===== config.mk =====
export PLATFORM = sky130hd
export DESIGN_NAME = pu_pio_arb_flat
export DESIGN_NICKNAME = d
export VERILOG_FILES = /design/src/rtl/pu_pio_arb_pkg.sv /design/src/rtl/pu_pio_arb_if.sv /design/src/rtl/pu_rr_sel.sv /design/src/rtl/pu_pio_arb.sv /design/src/flat_wrapper.sv
export SDC_FILE = /design/constraint.sdc
export NUM_CORES = 1
export LEC_CHECK = 0
export ABC_AREA = 1
export BUFFER_PORTS_ARGS = -buffer_cell sky130_fd_sc_hd__buf_2
export CORE_MARGIN = 1.5
export CORE_UTILIZATION = 47
export DETAILED_ROUTE_END_ITERATION = 7
export PLACE_DENSITY_LB_ADDON = 0.05
export SLEW_MARGIN = 40
export SYNTH_ARGS = -nofsm -noshare
export SYNTH_HDL_FRONTEND = slang
export SYNTH_SLANG_ARGS = --single-unit

===== constraint.sdc =====
create_clock -name clk -period 2.06 [get_ports clk]
set_input_delay 0.103 -clock clk [delete_from_list [all_inputs] [get_ports clk]]
set_output_delay 0.103 -clock clk [all_outputs]
set_load 0.02 [all_outputs]

===== src/rtl/pu_pio_arb_pkg.sv =====
// PU PIO arbiter shared definitions.
// Bus width, default timeout and FSM state encodings.
package pu_pio_arb_pkg;

  localparam int PIO_NBITS = 16;
  localparam int TO_CYCLES_DEF = 256;

  typedef enum logic [1:0] {
    S_IDLE  = 2'd0,
    S_ISSUE = 2'd1,
    S_WAIT  = 2'd2,
    S_DONE  = 2'd3
  } state_t;

endpackage


===== src/rtl/pu_pio_arb_if.sv =====
// Requester and PU PIO bus bundle for the arbiter.
// slave: arbiter side; master: requesters plus PIO target.
interface pu_pio_arb_if
  import pu_pio_arb_pkg::*;
#(
  parameter int NREQ = 3,
  parameter int W    = PIO_NBITS
);

  logic [NREQ-1:0]        req;
  logic [NREQ-1:0]        req_wr;
  logic [NREQ-1:0][W-1:0] req_addr;
  logic [NREQ-1:0][W-1:0] req_wdata;
  logic [NREQ-1:0]        gnt;
  logic [NREQ-1:0]        done;
  logic                   err;
  logic [W-1:0]           rdata;
  logic                   reg_bs;
  logic                   reg_wr;
  logic                   reg_rd;
  logic [W-1:0]           reg_addr;
  logic [W-1:0]           reg_din;
  logic                   pio_ack;
  logic                   pio_rvalid;
  logic [W-1:0]           pio_rdata;

  modport slave (
    input  req, req_wr, req_addr, req_wdata,
    input  pio_ack, pio_rvalid, pio_rdata,
    output gnt, done, err, rdata,
    output reg_bs, reg_wr, reg_rd,
    output reg_addr, reg_din
  );

  modport master (
    output req, req_wr, req_addr, req_wdata,
    output pio_ack, pio_rvalid, pio_rdata,
    input  gnt, done, err, rdata,
    input  reg_bs, reg_wr, reg_rd,
    input  reg_addr, reg_din
  );

endinterface


===== src/rtl/pu_rr_sel.sv =====
// Round-robin picker: one-hot winner searched
// from the slot after the one-hot last owner.
module pu_rr_sel #(
  parameter int NREQ = 3
) (
  input  logic [NREQ-1:0] i_req,
  input  logic [NREQ-1:0] i_last,
  output logic [NREQ-1:0] o_gnt
);

  logic w_found;

  // first requester after the last owner wins
  always_comb begin
    o_gnt   = '0;
    w_found = 1'b0;
    for (int i = 1; i <= NREQ; i++) begin
      for (int j = 0; j < NREQ; j++) begin
        if (!w_found && i_last[j] &&
            i_req[(j+i)%NREQ]) begin
          o_gnt[(j+i)%NREQ] = 1'b1;
          w_found           = 1'b1;
        end
      end
    end
  end

endmodule


===== src/rtl/pu_pio_arb.sv =====
// Round-robin arbiter sharing one PU PIO bus
// between NREQ requesters, with timeout.
module pu_pio_arb
  import pu_pio_arb_pkg::*;
#(
  parameter int NREQ      = 3,
  parameter int TO_CYCLES = TO_CYCLES_DEF
) (
  input logic        clk,
  input logic        rst,
  pu_pio_arb_if.slave bus
);

  localparam int CW =
    (TO_CYCLES > 2) ? $clog2(TO_CYCLES) : 1;
  localparam logic [CW-1:0] TO_MAX =
    CW'(TO_CYCLES - 1);
  localparam logic [NREQ-1:0] LAST_RST =
    NREQ'(1) << (NREQ - 1);

  state_t                r_state;
  state_t                w_nxt;
  logic [NREQ-1:0]       r_own;
  logic [NREQ-1:0]       r_last;
  logic [NREQ-1:0]       w_win;
  logic                  r_wr;
  logic                  r_fin;
  logic                  r_err;
  logic [CW-1:0]         r_cnt;
  logic [PIO_NBITS-1:0]  r_addr;
  logic [PIO_NBITS-1:0]  r_din;
  logic [PIO_NBITS-1:0]  r_rdata;
  logic                  w_wr;
  logic [PIO_NBITS-1:0]  w_addr;
  logic [PIO_NBITS-1:0]  w_din;
  logic                  w_busy;
  logic                  w_start;
  logic                  w_cmpl;
  logic                  w_to;
  logic                  w_end;

  pu_rr_sel #(.NREQ(NREQ)) u_sel (
    .i_req  (bus.req),
    .i_last (r_last),
    .o_gnt  (w_win)
  );

  // pick the winner's access fields
  always_comb begin
    w_wr   = 1'b0;
    w_addr = '0;
    w_din  = '0;
    for (int k = 0; k < NREQ; k++) begin
      if (w_win[k]) begin
        w_wr   = bus.req_wr[k];
        w_addr = bus.req_addr[k];
        w_din  = bus.req_wdata[k];
      end
    end
  end

  assign w_busy  = (r_state == S_ISSUE) ||
                   (r_state == S_WAIT);
  assign w_start = (r_state == S_IDLE) &&
                   (|bus.req);
  // only the strobe matching the access type counts
  assign w_cmpl  = w_busy && !r_fin &&
                   (r_wr ? bus.pio_ack
                         : bus.pio_rvalid);
  assign w_to    = w_busy && !r_fin &&
                   (r_cnt == TO_MAX);
  assign w_end   = w_cmpl || w_to;

  // state register
  always_ff @(posedge clk) begin
    if (rst) r_state <= S_IDLE;
    else     r_state <= w_nxt;
  end

  // next state; ISSUE always passes through WAIT
  always_comb begin
    w_nxt = r_state;
    unique case (r_state)
      S_IDLE:  if (|bus.req) w_nxt = S_ISSUE;
      S_ISSUE: w_nxt = S_WAIT;
      S_WAIT:  if (r_fin || w_end) w_nxt = S_DONE;
      S_DONE:  w_nxt = S_IDLE;
      default: w_nxt = S_IDLE;
    endcase
  end

  // latch request, time out, capture the result
  always_ff @(posedge clk) begin
    if (rst) begin
      r_own   <= '0;
      r_last  <= LAST_RST;
      r_wr    <= 1'b0;
      r_fin   <= 1'b0;
      r_err   <= 1'b0;
      r_cnt   <= '0;
      r_addr  <= '0;
      r_din   <= '0;
      r_rdata <= '0;
    end else begin
      if (w_start) begin
        r_own  <= w_win;
        r_wr   <= w_wr;
        r_addr <= w_addr;
        r_din  <= w_din;
        r_cnt  <= '0;
        r_fin  <= 1'b0;
      end
      if (w_busy) begin
        r_cnt <= r_cnt + CW'(1);
        if (w_cmpl) begin
          r_fin <= 1'b1;
          r_err <= 1'b0;
          if (!r_wr) r_rdata <= bus.pio_rdata;
        end else if (w_to) begin
          r_fin   <= 1'b1;
          r_err   <= 1'b1;
          r_rdata <= '0;
        end
      end
      if (r_state == S_DONE) r_last <= r_own;
    end
  end

  assign bus.gnt      = (r_state == S_IDLE) ?
                        '0 : r_own;
  assign bus.done     = (r_state == S_DONE) ?
                        r_own : '0;
  assign bus.err      = r_err;
  assign bus.rdata    = r_rdata;
  assign bus.reg_bs   = w_busy;
  assign bus.reg_wr   = (r_state == S_ISSUE) &&
                        r_wr;
  assign bus.reg_rd   = (r_state == S_ISSUE) &&
                        !r_wr;
  assign bus.reg_addr = r_addr;
  assign bus.reg_din  = r_din;

endmodule

===== src/flat_wrapper.sv =====
// flat-port wrapper written by rule: the top's interface ports become plain ports
module pu_pio_arb_flat import pu_pio_arb_pkg::*;
#(
  parameter int NREQ      = 3,
  parameter int TO_CYCLES = TO_CYCLES_DEF
)
  (clk, rst, bus_req, bus_req_wr, bus_req_addr, bus_req_wdata, bus_pio_ack, bus_pio_rvalid, bus_pio_rdata, bus_gnt, bus_done, bus_err, bus_rdata, bus_reg_bs, bus_reg_wr, bus_reg_rd, bus_reg_addr, bus_reg_din);
  pu_pio_arb_if #(.NREQ(NREQ)) bus_i ();
  input logic clk;
  input logic rst;
  input wire logic [$bits(bus_i.req)-1:0] bus_req;
  input wire logic [$bits(bus_i.req_wr)-1:0] bus_req_wr;
  input wire logic [$bits(bus_i.req_addr)-1:0] bus_req_addr;
  input wire logic [$bits(bus_i.req_wdata)-1:0] bus_req_wdata;
  input wire logic [$bits(bus_i.pio_ack)-1:0] bus_pio_ack;
  input wire logic [$bits(bus_i.pio_rvalid)-1:0] bus_pio_rvalid;
  input wire logic [$bits(bus_i.pio_rdata)-1:0] bus_pio_rdata;
  output wire logic [$bits(bus_i.gnt)-1:0] bus_gnt;
  output wire logic [$bits(bus_i.done)-1:0] bus_done;
  output wire logic [$bits(bus_i.err)-1:0] bus_err;
  output wire logic [$bits(bus_i.rdata)-1:0] bus_rdata;
  output wire logic [$bits(bus_i.reg_bs)-1:0] bus_reg_bs;
  output wire logic [$bits(bus_i.reg_wr)-1:0] bus_reg_wr;
  output wire logic [$bits(bus_i.reg_rd)-1:0] bus_reg_rd;
  output wire logic [$bits(bus_i.reg_addr)-1:0] bus_reg_addr;
  output wire logic [$bits(bus_i.reg_din)-1:0] bus_reg_din;
  assign bus_i.req = bus_req;
  assign bus_i.req_wr = bus_req_wr;
  assign bus_i.req_addr = bus_req_addr;
  assign bus_i.req_wdata = bus_req_wdata;
  assign bus_i.pio_ack = bus_pio_ack;
  assign bus_i.pio_rvalid = bus_pio_rvalid;
  assign bus_i.pio_rdata = bus_pio_rdata;
  assign bus_gnt = bus_i.gnt;
  assign bus_done = bus_i.done;
  assign bus_err = bus_i.err;
  assign bus_rdata = bus_i.rdata;
  assign bus_reg_bs = bus_i.reg_bs;
  assign bus_reg_wr = bus_i.reg_wr;
  assign bus_reg_rd = bus_i.reg_rd;
  assign bus_reg_addr = bus_i.reg_addr;
  assign bus_reg_din = bus_i.reg_din;
  pu_pio_arb #(.NREQ(NREQ), .TO_CYCLES(TO_CYCLES)) u_core (.clk(clk), .rst(rst), .bus(bus_i));
endmodule

## Word-level counts from Yosys, hierarchy flattened

Index checks and enable logic that the tools add are counted.

| operators by class | value |
|---|---|
| add/subtract/negate cells | 1 |
| eq/ne operators | 7 |
| muxes and demuxes | 42 |
| reduce and logical (&&, ||, !) cells | 43 |

Operator list:

| kind | number |
|---|---|
| $mux W16 | 9 |
| $mux W1 | 26 |
| $logic_and A1 B1 Y1 | 23 |
| $mux W8 | 2 |
| $logic_not A1 Y1 | 10 |
| $add A8 B1 Y8 const B | 1 |
| $eq A8 B8 Y1 const B | 1 |
| $pmux W2 S4 | 1 |
| $mux W3 | 2 |
| $ne A2 B2 Y1 const B | 3 |
| $eq A2 B2 Y1 const B | 2 |
| $mux W2 | 2 |
| $reduce_and A2 Y1 | 2 |
| $reduce_bool A2 Y1 | 2 |
| $logic_or A1 B1 Y1 | 3 |
| $reduce_and A3 Y1 | 1 |
| $reduce_or A3 Y1 | 1 |
| $eq A2 B1 Y1 const B | 1 |
| $logic_not A2 Y1 | 1 |

| word-level totals | value |
|---|---|
| register bits | 67 |
| bits of input ports | 122 |
| output and inout bits | 58 |
| word-level logic and storage cells | 103 |

## Depth between registers and ports, before layout

| logic depth | value |
|---|---|
| depth in word-level cells | 35 |
| gate-level depth with buffers | 15 |
| gate-level depth less buffers | 13 |

## Cells and area by module

From an unflattened synthesis, not the netlist that was laid out.

| unflattened totals | value |
|---|---|
| cell total of the unflattened synthesis | 494 |
| area, all modules | 3595.9 µm² |

Modules (own cells, without submodules):

| module | times used | cells an instance | area an instance (µm²) | seq. area each (µm²) |
|---|---|---|---|---|
| pu_pio_arb | 1 | 463 | 3457.1 | 1341.3 |
| pu_rr_sel | 1 | 31 | 138.9 | 0.0 |

## Least setup slack after synthesis

No wires, ideal clock.

| timing | value |
|---|---|
| kind | register to register |
| start point | reg u_core.r_state[1] |
| end point | reg u_core.r_rdata[10] (netlist: u_core.bus.rdata[10]) |
| library setup time | 0.132 ns |
| data arrival time | 1.891 ns |
| required time | 1.928 ns |
| slack | 0.036 ns |
| stages on the path, launching flop included | 15 |
| buffers on the path | 2 |
| clock period less this slack | 2.024 ns |
| path through | dfxtp_1 inv_1 ha_1 buf_6 inv_4 nor2_4 and3_1 nor2_4 nand2_4 inv_4 nor2_8 inv_4 buf_4 nand2_1 a21oi_1 |

| between the ends | value |
|---|---|
| word-level cells in the longest chain between the ends | 6 |
| elaborated cells on any way between the ends | 10 |
| classes of those cells | eq/ne: 3; mux: 1; reduce/logical: 6 |

Ends and longest elaborated chain:

| item | RTL line | RTL |
|---|---|---|
| start: declaration | pu_pio_arb.sv:21 | `state_t r_state;` |
| start signal: assignment | pu_pio_arb.sv:77 | `else r_state <= w_nxt;` |
| $eq A2 B1 Y1 / $eq A2 B2 Y1 (equally long branches) | pu_pio_arb.sv:62, pu_pio_arb.sv:63 |  |
| $logic_or A1 B1 Y1 (*) | pu_pio_arb.sv:62 | `assign w_busy = (r_state == S_ISSUE) \|\|` |
| via bus_reg_bs | flat_wrapper.sv:22 | `output wire logic [$bits(bus_i.reg_bs)-1:0] bus_reg_bs;` |
| $logic_and A1 B1 Y1 | pu_pio_arb.sv:67, pu_pio_arb.sv:70 |  |
| $logic_and A1 B1 Y1 (on tied branches) | pu_pio_arb.sv:67, pu_pio_arb.sv:70 |  |
| $ne A2 B2 Y1 (no line) / $reduce_bool A2 Y1 (equally long branches) | - |  |
| $reduce_and A3 Y1 (no line) | - |  |
| end signal: assignment | pu_pio_arb.sv:118 | `if (!r_wr) r_rdata <= bus.pio_rdata;` |
| end: declaration | pu_pio_arb.sv:32 | `logic [PIO_NBITS-1:0] r_rdata;` |

The timed path passes the listed nets; every way through them passes the cells marked *.
A chain may end at the register's enable or synchronous reset.

## Final worst setup path

| timing | value |
|---|---|
| start point | reg u_core.r_state[0] |
| end point | reg u_core.r_rdata[3] (netlist: u_core.bus.rdata[3]) |

| between the ends | value |
|---|---|
| word-level cells in the longest chain between the ends | 6 |
| elaborated cells on any way between the ends | 10 |
| classes of those cells | eq/ne: 3; mux: 1; reduce/logical: 6 |

Ends and longest elaborated chain:

| item | RTL line |
|---|---|
| $eq A2 B1 Y1 / $eq A2 B2 Y1 (equally long branches) | pu_pio_arb.sv:62, pu_pio_arb.sv:63 |
| $logic_or A1 B1 Y1 (*) | pu_pio_arb.sv:62 |
| $logic_and A1 B1 Y1 | pu_pio_arb.sv:67, pu_pio_arb.sv:70 |
| $logic_and A1 B1 Y1 (on tied branches) | pu_pio_arb.sv:67, pu_pio_arb.sv:70 |
| $ne A2 B2 Y1 (no line) / $reduce_bool A2 Y1 (equally long branches) | - |
| $reduce_and A3 Y1 (no line) | - |

Every way passes the cells marked *; elsewhere a longest branch is shown, timed or not.

==> flow_summary.toml <==
[sta]
skew_ps = 11.8
fin_ws_ps = 129
timing.final.crit_period_ps = 1930
hold_ws_ps = 11.2
slew_viol_final = 0
setup_viol = 0
timing.fmax_mhz = 518
timing.final.crit_share_pct = 93.7
finalHoldViolCount = 0
worstMarginPinSlew_ps = 400
max_slew_margin_pct = 73.3

[min_path]
hp-class = "input port to register"

[clock_network]
cts_tree = "built"
clock_path_buffers = 2
h-tree-depth = 3
cts.sinks = 67
numCtsBuffers = 9
clkSlewWorstSetupHoldPaths_ps = 80
clock_latency_ps = 350
cts-root-buf = "clkbuf_8"

[pwr]
p_leak_nw = 2.66
swShare_pct = 44.7
p_clk_share_pct = 20.2
vdd_drop_max_mv = 0.528
p_seq_share_pct = 32.1
p_int_w = 0.00304
power.density_mw_per_mm2 = 1120
p_switching_w = 0.00246
comb_power_share_pct = 47.7
power_w = 0.00550

[synthesis]
syn_inst = 590
yosysUniqueCellTypes = 30
yosys_warnings = 0
synthesis.nets = 717
yosysTopAreaCell = "dfxtp_1"
synth_area_leaders = "dfxtp_1 (36%), nand2_1 (25%), a21oi_1 (8.0%)"
avgSynthCellArea_sq_um = 6.35
yosys_register_bits = 67
yosysTopAreaCellShare_pct = 35.8
syn-cell-area_sq_mm = 0.00375
synth-seq-area-share_pct = 35.8

[global_route]
antenna_found_initial = 0
grt_first_pass_wirelength_mm = 16.7
grt_pass1_vias = 3689
grt-ovfl-total = 0
grt_max_degree = 44
grt_usage_pct = 24.5

[placed_design]
port_buffers = 179
dpl.cell_count = 849
place_ws_ps = 114
dp_hpwl_mm = 7.59
gp_congestion = 0.839

[floorplan]
die_x_microns = 92.3
row_count = 32
die_h_microns = 92.3
pin_count = 180
core_sq_mm = 0.00773
initial_utilization_pct = 48.5
die_area_sq_mm = 0.00851

[drt]
wirelength_mm = 10.5
antenna_left = 0
drc = 0
drt_iter0_markers = 152
vias = 4199
detail_route.wl_per_cell_microns = 12.0
firstDrtPassIters = 5
via_per_inst = 4.83

[setup_path]
path_class = "register to register"
start_kind = "register"
crit_required_ps = 2340
worstPathArrival_ps = 2210
end_kind = "register"
path_max_fanout = 7

[layout]
postLayoutCoreUtil_pct = 63.6
diodes = 0
area_growth_pct = 31.3
nets = 889
drive_gt1_share_pct = 30.5
num-fill-cells = 718
layout.cells.non_filler = 869

[run]
max_cap_viol_count = 0

[status]
run_status = "finished clean"
## final cells by class
| class | instances | area, sq um | area share (%) |
|---|---|---|---|
| multi-input cells | 420 | 1930 | 39.3 |
| flip-flops and latches | 67 | 1340 | 27.3 |
| repair buffers | 191 | 1020 | 20.8 |
| inverters | 73 | 290 | 5.90 |
| well taps | 102 | 128 | 2.59 |
| clock buffers | 9 | 124 | 2.52 |
| clock inverters | 7 | 76.3 | 1.55 |
## flip-flops by register name (all words and copies together) (netlist names), 2 cells and up
signal               count
u_core.bus.rdata        16
u_core.bus.reg_addr     16
u_core.bus.reg_din      16
u_core.r_cnt             8
u_core.r_last            3
u_core.r_own             3
u_core.r_state           2
## synth_stat cells
cell      number
buf_6          8
nand4_1        4
buf_1          2
o211ai_1       1
a21oi_2        2
nor2_8         1
nor2_1        14
nor2_4         3
ha_1           5
o31ai_1        1
inv_4          4
nand2_1      245
clkbuf_1      11
nand4_2        2
buf_2          6
o21ai_0        9
a221oi_1       1
nand3_2        3
inv_1         68
nand3_1       58
buf_4          4
o221a_2        1
inv_2          1
nand2_4        2
a21oi_1       60
and3_1         1
nand2_2        2
o21ai_2        1
nor3_1         3
dfxtp_1       67
## through the flow
step	area [sq um]	setup TNS, ps
6_report	4920	0
5_1_grt	4920	-13.8
4_1_cts	4880	0
3_5_place_dp	4680	0
3_3_place_gp	4680	0
2_1_floorplan	3750	0
## cell families after synthesis
group	count (synthesis)	synth area share, %
simple gates	338	38.8
buf+inv	104	12.9
compound gates	76	10.9
flops	67	35.8
fa+ha+maj	5	1.67
## final timing paths
| path | depth (start not counted) | startpoint | slack [ps] | to |
|---|---|---|---|---|
| worst min register to register | 2 | u_core.bus.rdata[15] | 460 | u_core.bus.rdata[15] |
| worst min-delay path | 3 | bus_pio_rdata[10] | 10 | u_core.bus.rdata[10] |
| worst max register to register | 13 | u_core.r_state[0] | 130 | u_core.bus.rdata[3] |
| worst max-delay path | 13 | u_core.r_state[0] | 130 | u_core.bus.rdata[3] |
## cell usage in the layout, fill, tap and decap left out, types with 2 or more instances in the layout
cell type   count
nand2_1       245
buf_2         179
inv_1          66
dfxtp_1        65
a21oi_1        60
nand3_1        58
nor2_1         14
o21ai_0         9
clkbuf_8        9
buf_4           9
ha_1            5
nor2_4          4
nand4_1         4
nand3_2         3
inv_4           3
nor3_1          3
clkinvlp_4      3
buf_12          3
inv_2           2
nand2_2         2
nand4_2         2
nand2_4         2
inv_6           2
a21oi_2         2
clkinv_4        2
dfxtp_2         2
## worst max-delay path, stage by stage (launching register included)
cell	delay [ps]
dfxtp_2	350
inv_1	70
ha_1	340
inv_4	60
nor2_4	100
nand3_2	90
inv_4	130
nor2_4	70
nand2_4	80
inv_4	60
nor2_8	180
buf_4	150
nand3_1	60
a21oi_1	130
## power groups by stage
stage               Clock (W)  Sequential (W)  Combinational (W)
floorplan                   0         0.00204            0.00158
global placement            0         0.00178            0.00250
detailed placement          0         0.00178            0.00254
CTS                   0.00113         0.00176            0.00255
global route          0.00120         0.00179            0.00292
finish                0.00111         0.00176            0.00263
## repair_timing
action                     in CTS  in global routing
hold buffers                    0                  0
setup endpoints to repair       0                 16
gates resized for setup         0                  4
buffers inserted                0                  3
## per-layer routing
layer,wire length (microns),global-route usage [%]
met5,0,0
met4,123,7.56
met3,789,6.22
met2,4920,40.7
met1,4640,31.1
(Power assumes the default switching activity.)
